### src/rtl/noc_params.sv
// Shared NoC definitions: flit format and address/payload field widths.
package noc_params;

    localparam int unsigned VC_SIZE           = 2;
    localparam int unsigned DEST_ADDR_SIZE_X  = 4;
    localparam int unsigned DEST_ADDR_SIZE_Y  = 4;
    localparam int unsigned HEAD_PAYLOAD_SIZE = 16;

    typedef enum logic [1:0] {
        HEAD,
        BODY,
        TAIL,
        HEADTAIL
    } flit_label_t;

    typedef struct packed {
        flit_label_t                   flit_label;
        logic [VC_SIZE-1:0]            vc_id;
        logic [DEST_ADDR_SIZE_X-1:0]   x_dest;
        logic [DEST_ADDR_SIZE_Y-1:0]   y_dest;
        logic [HEAD_PAYLOAD_SIZE-1:0]  head_pl;
    } flit_t;

endpackage

### src/rtl/circular_buffer.sv
// First-word fall-through flit FIFO with on/off upstream flow control that
// reserves room for the flits still in flight when on_off_o drops.
module circular_buffer
    import noc_params::*;
#(
    parameter int unsigned BUFFER_SIZE    = 8,
    parameter int unsigned PIPELINE_DEPTH = 5
) (
    input  logic  clk,
    input  logic  rst,
    input  flit_t data_i,
    input  logic  write_i,
    input  logic  read_i,
    output flit_t data_o,
    output logic  is_full_o,
    output logic  is_empty_o,
    output logic  on_off_o
);

    localparam int unsigned PTR_W = $clog2(BUFFER_SIZE);
    localparam int unsigned CNT_W = PTR_W + 1;

    flit_t            memory [BUFFER_SIZE];
    logic [PTR_W-1:0] read_ptr;
    logic [PTR_W-1:0] write_ptr;
    logic [CNT_W-1:0] occupancy;
    logic [CNT_W-1:0] free_slots;
    logic             do_read;
    logic             do_write;

    always_comb begin
        is_full_o  = (occupancy == CNT_W'(BUFFER_SIZE));
        is_empty_o = (occupancy == '0);
        free_slots = CNT_W'(BUFFER_SIZE) - occupancy;
        on_off_o   = (free_slots > CNT_W'(PIPELINE_DEPTH));
        data_o     = memory[read_ptr];
    end

    // A write while full is legal only when a read frees the head slot in the
    // same cycle; a read while empty is dropped, so no data_i bypass occurs.
    always_comb begin
        do_read  = read_i && !is_empty_o;
        do_write = write_i && (!is_full_o || read_i);
    end

    always_ff @(posedge clk) begin
        if (do_write) begin
            memory[write_ptr] <= data_i;
        end
    end

    always_ff @(posedge clk or negedge rst) begin
        if (!rst) begin
            read_ptr  <= '0;
            write_ptr <= '0;
            occupancy <= '0;
        end else begin
            if (do_write) begin
                write_ptr <= write_ptr + PTR_W'(1);
            end
            if (do_read) begin
                read_ptr <= read_ptr + PTR_W'(1);
            end
            case ({do_write, do_read})
                2'b10:   occupancy <= occupancy + CNT_W'(1);
                2'b01:   occupancy <= occupancy - CNT_W'(1);
                default: occupancy <= occupancy;
            endcase
        end
    end

endmodule

### config.mk
export PLATFORM = sky130hd
export DESIGN_NAME = circular_buffer
export DESIGN_NICKNAME = d
export VERILOG_FILES = /design/src/rtl/noc_params.sv /design/src/rtl/circular_buffer.sv
export SDC_FILE = /design/constraint.sdc
export NUM_CORES = 1
export LEC_CHECK = 0
export ABC_AREA = 1
export CAP_MARGIN = 10
export CORE_MARGIN = 1.5
export CORE_UTILIZATION = 25
export CTS_CLUSTER_DIAMETER = 150
export DETAILED_ROUTE_END_ITERATION = 10
export SYNTH_ARGS = -nofsm -noshare
export SYNTH_HDL_FRONTEND = slang
export SYNTH_SLANG_ARGS = --single-unit
### constraint.sdc
create_clock -name clk -period 4.35 [get_ports clk]
set_input_delay 0.435 -clock clk [delete_from_list [all_inputs] [get_ports clk]]
set_output_delay 0.435 -clock clk [all_outputs]
set_load 0.005 [all_outputs]
==> flow_results.org <==
** Outcome
- The run finished with clean final reports.

** Route
- Wirelength per Cell :: 15.3 µm
- Detailed routing inserted a total of roughly 6000 vias.
- Summed over all layers, the routed wires come to approximately 22000 µm.
- Before antenna repair, the detailed router went through 4 iterations.
- Average via count per standard cell :: roughly 4.2
- DRC :: 0
- The first routing iteration left 360 violations.
- The detail route stage leaves a number of antenna-violating nets equal to 0.

** Cells and area
- Number of nets in the finished design :: 937
- Area growth syn-to-layout :: 20.4%
- Cells fill 30.6% of the core in the end.
- The number of antenna diodes in the final layout is 0.
- Final Instance Count excl. Fillers :: 1424
- Share of layout cells above drive strength 1 :: 7.01%

** Worst setup path
- Among all stages on the critical path, the largest delay is contributed by sky130_fd_sc_hd__dfrtp_4.
- Category of the worst setup path launch point :: register
- The largest single stage delay on the critical path is about 0.7 ns.
- The endpoint identified for the worst register-to-register timing path is occupancy[3].
- Worst reg2reg path startpoint :: occupancy[1]
- CP endpoint kind :: output pin
- Endpoint arrival time on the critical path :: 3.11 ns
- Data on the critical path is required at its endpoint by approximately 3.9 ns.
- The worst register-to-register path has a setup slack of 1.89 ns.
- Traced cell by cell, the critical path runs through clkinv_2 > buf_12 > o21ai_0 > nand2_1 > nand2_1 > nand2_1 > clkdlybuf4s50_1.
- By startpoint and endpoint, the worst setup path is classified as register to output pin.
- For the worst flop-to-flop path, the logic depth is 11.
- CP Max Fanout :: 83
- Cell type with the highest occurrence count on the critical path :: sky130_fd_sc_hd__nand2_1

** Timing
- In the finished design, the share of the clock period the worst path needs comes to 81.6%.
- For this run, the top clock speed supported by timing is 282 MHz.
- The number of max-slew violations in the final report is 0.
- Setup violations remaining at the end of the flow were counted as 0.
- Slew at the pin with the worst max-slew slack :: between 0.7 and 0.8 ns
- Setup repair after global routing missed its margin :: false
- Post-Route Hold Slack :: 0.269 ns
- Setup slack on the critical path of the routed design comes to 0.800 ns.
- Subtracting the final worst setup slack from the clock period gives roughly 3.5 ns.
- The total count of hold-check failures in the final report is 0.
- Measured against its own limit, the worst slew margin works out to 47.5%.
- The clock arrives with 0.00679 ns of skew.
- Setup TNS :: 0 ns

** Synth
- The synthesized netlist contains 22 unique library cells.
- Number of warnings reported in the yosys synthesis log :: 0
- Synth Net Count :: ~870
- Synthesized area :: 9560 µm²
- The synthesized design contains 234 register bits.
- Top cell type's share of synthesized area :: a little over two thirds
- Post-synthesis average cell area :: 11.5 µm²
- The cell count after synthesis came out at 834.
- Summed over all instances, the cell type with the most area after synthesis is sky130_fd_sc_hd__edfxtp_1.
- Fraction of the yosys area taken by sequential cells :: ~73%
- Top area cells in the synthesized netlist :: sky130_fd_sc_hd__edfxtp_1, sky130_fd_sc_hd__nand2_1, sky130_fd_sc_hd__nor2_1, sky130_fd_sc_hd__o21ai_0, sky130_fd_sc_hd__dfrtp_1

** GRT
- For this run, the total global-route usage over all layers was measured as 11.1%.
- Entering global routing, the biggest net connects 84 pins.
- Number of antenna violations at the first check in global routing :: 1
- GRT Residual Overflow :: 0
- The number of global-route vias before repair came to 5930.
- Wire length of the first global-routing pass :: 33700 µm

** Clock tree
- Clock tree synthesis inserted a total of 24 buffers.
- TritonCTS clock tree :: done
- Clk pin slew, worst setup/hold paths :: around 0.06 ns
- After clock tree synthesis, the setup repair step added 0 buffers.
- Later-pin clock latency in the skew report :: 0.51 ns
- Clock sink total :: 234
- Post-cts sizing count :: 0
- After clock tree synthesis, the flow added hold-fix buffers numbering 0.
- Deepest clock path buffer count :: 3
- CTS placed an instance of sky130_fd_sc_hd__clkbuf_16 at the clock tree root.
- CTS built an H-tree with a depth of 1.

** Min path
- Min-delay worst type :: input port to asynchronous set/reset pin

** Power
- The clock network is responsible for between 20% and 30% of the overall power.
- Cell internal power was estimated by the tool at 4.91 mW.
- Net switching is 34.5% of the power.
- LEAKAGE :: 4.17 nW
- Combinational logic burns a little over a third of the power.
- In this run, flip-flops and latches consume about two fifths of the power.
- IR analysis of the VDD net gives a maximum drop of roughly 0.27 mV.
- Net switching power :: 2.59 mW
- Dividing total power by cell area gives a power density of between 600 and 700 nW/µm².

** Placement
- Routability-driven placement finished with a final weighted congestion of 0.707.
- Number of placed cells counting well taps :: 1384
- Input/output buffers :: 62
- OpenSTA, run right after detailed placement, puts the worst setup slack at 1.31 ns.
- Hpwl dp :: 12500 µm

** Floorplanning
- Once the floorplan was initialized, standard cells occupied 25.4% of the core.
- The total area inside the core boundary comes to around 38000 µm².
- For this design the top-level I/O count stands at 63.
- The die covers 39400 µm².
- Chip width :: around 200 µm
- Die span in y :: 199 µm
- Cell row count :: between 70 and 80

** Run
- Max_cap viols :: 0
cell usage after synthesis:
| cell type | n |
|---|---|
| sky130_fd_sc_hd__nand2_1 | 256 |
| sky130_fd_sc_hd__nor2_1 | 147 |
| sky130_fd_sc_hd__buf_4 | 9 |
| sky130_fd_sc_hd__xnor2_1 | 2 |
| sky130_fd_sc_hd__o21ai_1 | 32 |
| sky130_fd_sc_hd__ha_1 | 5 |
| sky130_fd_sc_hd__a21oi_1 | 1 |
| sky130_fd_sc_hd__dfrtp_1 | 10 |
| sky130_fd_sc_hd__inv_2 | 3 |
| sky130_fd_sc_hd__fa_1 | 1 |
| sky130_fd_sc_hd__xor2_1 | 2 |
| sky130_fd_sc_hd__inv_1 | 14 |
| sky130_fd_sc_hd__nand4_1 | 1 |
| sky130_fd_sc_hd__edfxtp_1 | 224 |
| sky130_fd_sc_hd__or2_2 | 1 |
| sky130_fd_sc_hd__buf_2 | 13 |
| sky130_fd_sc_hd__nand3_1 | 5 |
| sky130_fd_sc_hd__clkbuf_1 | 11 |
| sky130_fd_sc_hd__buf_1 | 3 |
| sky130_fd_sc_hd__o21ai_0 | 85 |
| sky130_fd_sc_hd__nor3_1 | 4 |
| sky130_fd_sc_hd__buf_6 | 5 |
cell families after synthesis:
logic type	after synthesis	share of synthesized area [%]
simple gates	414	16.4
flops	234	73.0
compound gates	118	6.18
buf+inv	58	3.19
fa+ha+maj	6	0.864
xor+xnor	4	0.367
registers in the layout, indices dropped and copies added, names as in the netlist:
| signal | flops |
|---|---|
| occupancy | 4 |
| write_ptr | 3 |
| memory | 224 |
| read_ptr | 3 |
layer usage:
metal / up-vias / track usage, % / share of wire (%)
met2: 116 / 18.7 / 47
met3: 35 / 2.09 / 4.9
met1: 2897 / 14.9 / 46
met4: 2 / 2.41 / 1.6
met5: - / 0 / 0.060
li1: 2955 / - / -
worst max-delay path: cells and delay by family, from the launching register on:
family | cells | cell delay [ns]
DFF | 1 | 0.72
buffers and inverters | 3 | 1.36
and+or+nand+nor | 3 | 0.26
AOI/OAI and AO/OA | 1 | 0.21
cell type report:
cell class / instances / area (µm²)
fillers: 3839 / 26200
flip-flops and latches: 234 / 6980
multi-input cells: 542 / 2330
repair buffers: 80 / 781
well taps: 511 / 639
clock buffers: 28 / 637
clock inverters: 12 / 82.6
inverters: 17 / 65.1
placed cells by master, fill, tap and decap left out, types with 4 or more instances in the layout:
cell,n
sky130_fd_sc_hd__nand2_1,256
sky130_fd_sc_hd__edfxtp_1,224
sky130_fd_sc_hd__nor2_1,143
sky130_fd_sc_hd__o21ai_0,85
sky130_fd_sc_hd__clkdlybuf4s50_1,62
sky130_fd_sc_hd__o21ai_1,32
sky130_fd_sc_hd__clkbuf_16,25
sky130_fd_sc_hd__buf_4,16
sky130_fd_sc_hd__inv_1,14
sky130_fd_sc_hd__dfrtp_1,8
sky130_fd_sc_hd__clkinv_2,6
sky130_fd_sc_hd__nand3_1,5
sky130_fd_sc_hd__ha_1,5
sky130_fd_sc_hd__clkinv_1,5
sky130_fd_sc_hd__nor3_2,4
sky130_fd_sc_hd__nor2_4,4
power groups by stage:
stage | combinational, mW | sequential [mW] | clock, mW
5_1_grt | 3.03 | 2.97 | 2.02
2_1_floorplan | 1.66 | 2.92 | 0
3_5_place_dp | 2.73 | 2.99 | 0
3_3_place_gp | 2.71 | 2.98 | 0
6_report | 2.67 | 2.94 | 1.90
4_1_cts | 2.75 | 2.94 | 1.94
worst max-delay path by stage:
stage | start | end | slack, ns | cells after the start
CTS | read_ptr[0] | data_o[24] | 0.74 | 7
global route | read_ptr[0] | data_o[6] | 0.53 | 8
detailed placement | read_ptr[0] | data_o[11] | 1.31 | 8
floorplan | read_i | memory[5][0] | 1.20 | 4
finish | read_ptr[0] | data_o[26] | 0.80 | 7
global placement | read_ptr[0] | data_o[22] | 1.32 | 7
stage by stage:
stage          cell area (µm²)  power [mW]
2_1_floorplan             9560        4.59
3_3_place_gp             10800        5.68
3_5_place_dp             10800        5.72
4_1_cts                  11500        7.63
5_1_grt                  11500        8.01
6_report                 11500        7.50
No activity file was read; power rests on OpenSTA's default activity.
